### src/rtl/id_branch_resolver.sv
// ID-stage control-flow resolver with a bimodal branch history table.
// Resolves jumps and branches, drives the IF redirect and keeps branch statistics.
module id_branch_resolver #(
    parameter int ISA_WIDTH     = 32,
    parameter int ADDRESS_WIDTH = 26,
    parameter int BHT_DEPTH     = 64,
    parameter int STAT_WIDTH    = 16
) (
    input  logic                  clk,
    input  logic                  rst,
    input  logic [ISA_WIDTH-1:0]  if_pc,
    output logic                  if_predict_taken,
    input  logic [ISA_WIDTH-1:0]  id_pc,
    input  logic [ISA_WIDTH-1:0]  id_instruction,
    input  logic                  id_predicted_taken,
    input  logic                  id_no_op,
    input  logic                  id_stall,
    input  logic                  branch_instruction,
    input  logic                  j_instruction,
    input  logic                  jal_instruction,
    input  logic                  jr_instruction,
    input  logic                  condition_satisfied,
    input  logic [ISA_WIDTH-1:0]  id_reg_1,
    input  logic [ISA_WIDTH-1:0]  id_sign_extend_result,
    output logic                  pc_overload,
    output logic [ISA_WIDTH-1:0]  pc_overload_value,
    output logic [STAT_WIDTH-1:0] branch_count,
    output logic [STAT_WIDTH-1:0] mispredict_count
);

    localparam int IDX = $clog2(BHT_DEPTH);

    logic [1:0]            bht_q [BHT_DEPTH];
    logic [STAT_WIDTH-1:0] bc_q, bc_d;
    logic [STAT_WIDTH-1:0] mc_q, mc_d;

    logic [IDX-1:0]       if_idx;
    logic [IDX-1:0]       id_idx;
    logic [1:0]           ctr_cur;
    logic [1:0]           ctr_d;
    logic                 act;
    logic                 any_jump;
    logic                 br_act;
    logic                 mis_taken;
    logic                 mis_nt;
    logic [ISA_WIDTH-1:0] seq;
    logic [ISA_WIDTH-1:0] btgt;
    logic [ISA_WIDTH-1:0] jtgt;
    logic                 unused_bits;

    assign if_idx = if_pc[IDX+1:2];
    assign id_idx = id_pc[IDX+1:2];

    assign act      = ~id_no_op & ~id_stall;
    assign any_jump = j_instruction | jal_instruction | jr_instruction;

    // A branch only trains and counts when no jump flag competes with it.
    assign br_act    = act & branch_instruction & ~any_jump;
    assign mis_taken = br_act & condition_satisfied & ~id_predicted_taken;
    assign mis_nt    = br_act & ~condition_satisfied & id_predicted_taken;

    assign seq  = id_pc + ISA_WIDTH'(4);
    assign btgt = seq + (id_sign_extend_result << 2);
    assign jtgt = {id_pc[ISA_WIDTH-1:ADDRESS_WIDTH+2],
                   id_instruction[ADDRESS_WIDTH-1:0], 2'b00};

    // Prediction reads the stored counter; a same-cycle write is not bypassed.
    assign if_predict_taken = bht_q[if_idx][1];
    assign ctr_cur          = bht_q[id_idx];

    assign branch_count     = bc_q;
    assign mispredict_count = mc_q;

    assign unused_bits = ^{if_pc[ISA_WIDTH-1:IDX+2], if_pc[1:0],
                           id_instruction[ISA_WIDTH-1:ADDRESS_WIDTH]};

    // Redirect selection: jumps first, then branch mispredictions.
    always_comb begin
        pc_overload       = 1'b0;
        pc_overload_value = seq;
        if (act & (j_instruction | jal_instruction)) begin
            pc_overload       = 1'b1;
            pc_overload_value = jtgt;
        end else if (act & jr_instruction) begin
            pc_overload       = 1'b1;
            pc_overload_value = id_reg_1;
        end else if (mis_taken) begin
            pc_overload       = 1'b1;
            pc_overload_value = btgt;
        end else if (mis_nt) begin
            pc_overload       = 1'b1;
            pc_overload_value = seq;
        end
    end

    // Saturating 2-bit step of the counter addressed by the ID branch.
    always_comb begin
        ctr_d = ctr_cur;
        if (condition_satisfied) begin
            if (ctr_cur != 2'b11) begin
                ctr_d = ctr_cur + 2'b01;
            end
        end else begin
            if (ctr_cur != 2'b00) begin
                ctr_d = ctr_cur - 2'b01;
            end
        end
    end

    // Saturating next values of the branch and mispredict statistics.
    always_comb begin
        bc_d = bc_q;
        mc_d = mc_q;
        if (br_act && (bc_q != '1)) begin
            bc_d = bc_q + STAT_WIDTH'(1);
        end
        if ((mis_taken | mis_nt) && (mc_q != '1)) begin
            mc_d = mc_q + STAT_WIDTH'(1);
        end
    end

    // BHT storage: reset to weakly not-taken, trained by resolved branches.
    always_ff @(posedge clk) begin
        if (rst) begin
            for (int i = 0; i < BHT_DEPTH; i++) begin
                bht_q[i] <= 2'b01;
            end
        end else if (br_act) begin
            bht_q[id_idx] <= ctr_d;
        end
    end

    // Statistics registers.
    always_ff @(posedge clk) begin
        if (rst) begin
            bc_q <= '0;
            mc_q <= '0;
        end else begin
            bc_q <= bc_d;
            mc_q <= mc_d;
        end
    end

    // The decoder never flags a branch and a jump together.
    always_ff @(posedge clk) begin
        if (!rst && act) begin
            assert (!(branch_instruction && any_jump));
        end
    end

endmodule

### config.mk
export PLATFORM = sky130hd
export DESIGN_NAME = id_branch_resolver
export DESIGN_NICKNAME = d
export VERILOG_FILES = /design/src/rtl/id_branch_resolver.sv
export SDC_FILE = /design/constraint.sdc
export NUM_CORES = 1
export LEC_CHECK = 0
export BUFFER_PORTS_ARGS = -buffer_cell sky130_fd_sc_hd__buf_2
export CAP_MARGIN = 30
export CORE_MARGIN = 2
export CORE_UTILIZATION = 45
export DETAILED_ROUTE_END_ITERATION = 8
export GPL_TIMING_DRIVEN = 0
export PLACE_DENSITY = 0.74
export SYNTH_ARGS = -nofsm -noshare
export SYNTH_HDL_FRONTEND = slang
export SYNTH_SLANG_ARGS = --single-unit
### constraint.sdc
create_clock -name clk -period 5.5 [get_ports clk]
set_input_delay 1.1 -clock clk [delete_from_list [all_inputs] [get_ports clk]]
set_output_delay 1.1 -clock clk [all_outputs]
set_load 0.005 [all_outputs]
==> impl_metrics.yaml <==
cts:
  cts_tree: "built"
  cts-root-buf: "clkbuf_16"
  cts_buffers: 17
  cts_hold_buf: 0
  clock_sinks: 160
  clkSlewWorstSetupHoldPaths_ns: 0.07
  clock_latency_ns: 0.43
  clockBufferDepth: 2
  cts.htree.levels: 4
outcome:
  status: "finished, final reports clean"
timing:
  hold_ws_ns: 0.5092
  rsz0062_at_grt: "true"
  final_hold_viol_count: 0
  skew_ns: 0.01052
  setup_viol: 0
  fin_crit_ns: 5.457
  fmaxAchievable_mhz: 183.3
  worstMarginPinSlew_ns: 1.085
  fin_crit_sh_pct: 99.21
  timing.slew.headroom_pct: 27.30
  tns_ns: 0
  slew_viol_final: 0
finish:
  syn_to_final_growth_pct: 26.15
  fin_area_mm2: 0.01496
  antenna_cells: 0
  nets: 1734
  drive_gt1_share_pct: 32.44
critical_path:
  cp-startpoint: "id_pc[6]"
  r2r_end: "bht_q[50][1]$_SDFFCE_PN0P_"
  r2r_cells: 10
  crit_fanout: 7
  worstPathArrival_ns: 4.36
  max_stage_delay_ns: 0.32
  crit_type: "in2out"
  critical_path.top_delay_family: "compound AO/OA/AOI/OAI gates"
  r2r-start: "bht_q[6][0]$_SDFFCE_PN1P_"
  path_cells: "buf_6 > and3_4 > buf_8 > nand3_4 > nor3_4 > nand2b_4 > xnor2_4 > ha_4 > a21oi_4 > o21bai_1 > a21o_1 > a21o_1 > a21oi_2 > nor2b_1 > a311o_1 > a21oi_2 > xor2_1 > a21oi_1 > buf_2"
  slowest_stage: "a311o_1"
  end_kind: "output port"
  crit_buf_inv: 3
  worstSetupStartpointType: "primary input"
  worstPathRequired_ns: 4.40
  reg2reg_slack_ns: 2.64
detailed_routing:
  ant_nets: 0
  drt_first_pass_iters: 5
  route.vias.total: 11350
  via_per_inst: 6.058
  drt_wl_total_um: 42130
  first_iter_violations: 1131
  routedWlPerCell_um: 22.49
  drc: 0
floorplan:
  die_area_mm2: 0.02766
  die_width_um: 166.3
  die_y_um: 166.3
  initial_core_util_pct: 45.63
  core-area_mm2: 0.02598
  num_rows: 59
  pin_count: 236
power:
  p_comb_share_pct: 24.6
  p_sw_w: 0.001012
  power.density_mw_per_mm2: 229.3
  p_clk_share_pct: 36.7
  switching_share_pct: 29.51
  p_leak_nw: 5.562
  p_int_w: 0.002418
  ir_drop_uv: 154.2
  seqPwrFrac_pct: 38.8
logic_synthesis:
  ys_types: 69
  ys_ff_latch: 160
  synth_cells: 1262
  ys.flop_type: "edfxtp_1"
  async_reset_ff_share_pct: 0
  syn_avg_cell_area_um2: 9.396
  ys_seq_area_share_pct: 37.82
  synthesis.area_mm2: 0.01186
  synth_nets: 1471
  synth-edff-count: 128
  synth_warnings: 0
job:
  drv_cap: 0
worst_hold_path:
  holdCritPathClass: "reg2reg"
  hold-path-cell-count: 2
  hold_path_end: "branch_count[10]$_SDFFE_PP0P_"
  hp-start: "branch_count[10]$_SDFFE_PP0P_"
grt:
  grt_pass1_vias: 10830
  grt_remaining_overflow: 0
  grt_max_degree: 17
  grt_first_pass_wirelength_um: 61920
  grt.total_usage_pct: 29.04
  antenna_found_initial: 0
place:
  gp_congestion: 0.9687
  place_area_mm2: 0.01329
  hpwl_um: 30620
  io_buffers: 199
[synthesized netlist by cell type, types with 6 or more instances]
cell	count	share of area [%]
nand3_2	52	4.4
buf_4	11	0.70
nor2_1	151	4.8
o22ai_1	9	0.47
a22oi_1	6	0.38
a221oi_1	17	1.3
mux2i_1	16	1.4
xnor2_1	41	3.0
buf_6	7	0.66
nor2b_1	16	0.84
dfxtp_1	32	5.4
nand4_1	16	0.84
nand2b_1	72	3.8
ha_1	38	4.0
buf_2	7	0.30
buf_12	6	1.0
buf_1	9	0.28
mux4_2	33	6.3
clkbuf_1	47	1.5
nand3_1	47	2.0
or3_1	15	0.79
nand2_1	154	4.9
edfxtp_1	128	32
inv_1	11	0.35
o211ai_1	6	0.38
xor2_1	30	2.2
nor3_1	7	0.30
a21oi_1	71	3.0
and3_1	13	0.69
and2_1	14	0.74
o21bai_1	7	0.44
a21o_1	28	1.8
o21ai_0	62	2.6
o21ai_1	12	0.51
[worst max path at each step]
| stage | cells past startpoint | to |
|---|---|---|
| after CTS | 21 | pc_overload_value[29] |
| after floorplan | 20 | pc_overload_value[31] |
| after global routing | 20 | pc_overload_value[31] |
| after detailed placement | 19 | pc_overload_value[23] |
| after global placement | 19 | pc_overload_value[27] |
| final | 19 | pc_overload_value[29] |
[power groups by stage]
stage               Clock, W  Combinational (W)  Sequential (W)
finish               0.00126           0.000842         0.00133
global route         0.00131           0.000890         0.00133
CTS                  0.00126           0.000770         0.00133
detailed placement         0           0.000719         0.00136
global placement           0           0.000710         0.00135
floorplan                  0           0.000476         0.00135
[layer usage]
metal / vias to the layer above / part of all wire (%) / global-route usage (%)
met5: - / 0 / 0
met4: 0 / 5.2 / 14.92
met3: 139 / 10 / 6.339
met2: 761 / 47 / 47.72
met1: 5345 / 37 / 36.10
li1: 5101 / - / -
[cell usage in the layout, fill, tap and decap left out, types with 15 or more instances in the layout]
cell / synthesis / routed
a21o_1: 28 / 28
a21oi_1: 71 / 61
a221oi_1: 17 / 17
buf_2: 7 / 196
buf_4: 11 / 59
clkbuf_1: 47 / 42
clkbuf_16: 0 / 18
dfxtp_1: 32 / 32
edfxtp_1: 128 / 128
ha_1: 38 / 22
mux2i_1: 16 / 16
mux4_2: 33 / 33
nand2_1: 154 / 153
nand2b_1: 72 / 70
nand3_1: 47 / 42
nand3_2: 52 / 55
nand4_1: 16 / 16
nor2_1: 151 / 147
o21ai_0: 62 / 57
or3_1: 15 / 15
xnor2_1: 41 / 33
xor2_1: 30 / 26
[metrics by stage]
step / power [W] / setup slack (ns) / utilization, % / cells
after floorplan: 0.001826 / 0.1955 / - / 1262
final: 0.003430 / 0.04326 / 57.56 / 1873
after global placement: 0.002065 / -1.133 / 51.08 / 1796
after global routing: 0.003535 / -0.08599 / 57.56 / 1873
after detailed placement: 0.002075 / -1.126 / 51.14 / 1797
after CTS: 0.003361 / 0.005302 / 55.75 / 1852
[worst register-to-register path: stages, from the launching register on]
cell and delay, ns:
edfxtp_1 0.37, mux4_2 0.47, and2_1 0.17, a211oi_1 0.33, a31oi_1 0.14, a21oi_1 0.28, and2_1 0.17, maj3_2 0.17
buf_4 0.20, buf_4 0.25, nor2_1 0.08
[final cells by class]
| cell class | instances | area, um^2 |
|---|---|---|
| sequential | 160 | 4484 |
| inverter | 12 | 45.04 |
| buffer | 82 | 601.8 |
| clock buffer | 18 | 429.2 |
| tap | 335 | 419.2 |
| timing repair buffer | 250 | 1423 |
| clock inverter | 14 | 200.2 |
| multi-input combinational | 1002 | 7356 |
| fill | 2221 | 11030 |
[flip-flops by register name, summed over array words and instances (netlist names)]
name and flops:
branch_count 16, bht_q 128, mispredict_count 16
[kinds of logic (layout without fill, tap and decap cells)]
logic type,Yosys count,after routing,synth area share [%]
AOI/OAI and AO/OA,257,257,13.98
xor gates and xnor gates,71,71,5.244
adders and majority gates,41,41,4.368
buffers and inverters,100,376,4.949
DFF,160,160,37.82
muxes,55,55,8.251
and+or+nand+nor,578,578,25.39
[what timing repair did]
| action | 4_1_cts | 5_1_grt |
|---|---|---|
| endpoints found under the setup margin | 25 | 16 |
| buffers inserted | 27 | 22 |
| gates resized for setup | 79 | 59 |
| pin swaps | 27 | 41 |
Note: power is estimated with default switching activity, not from simulation.
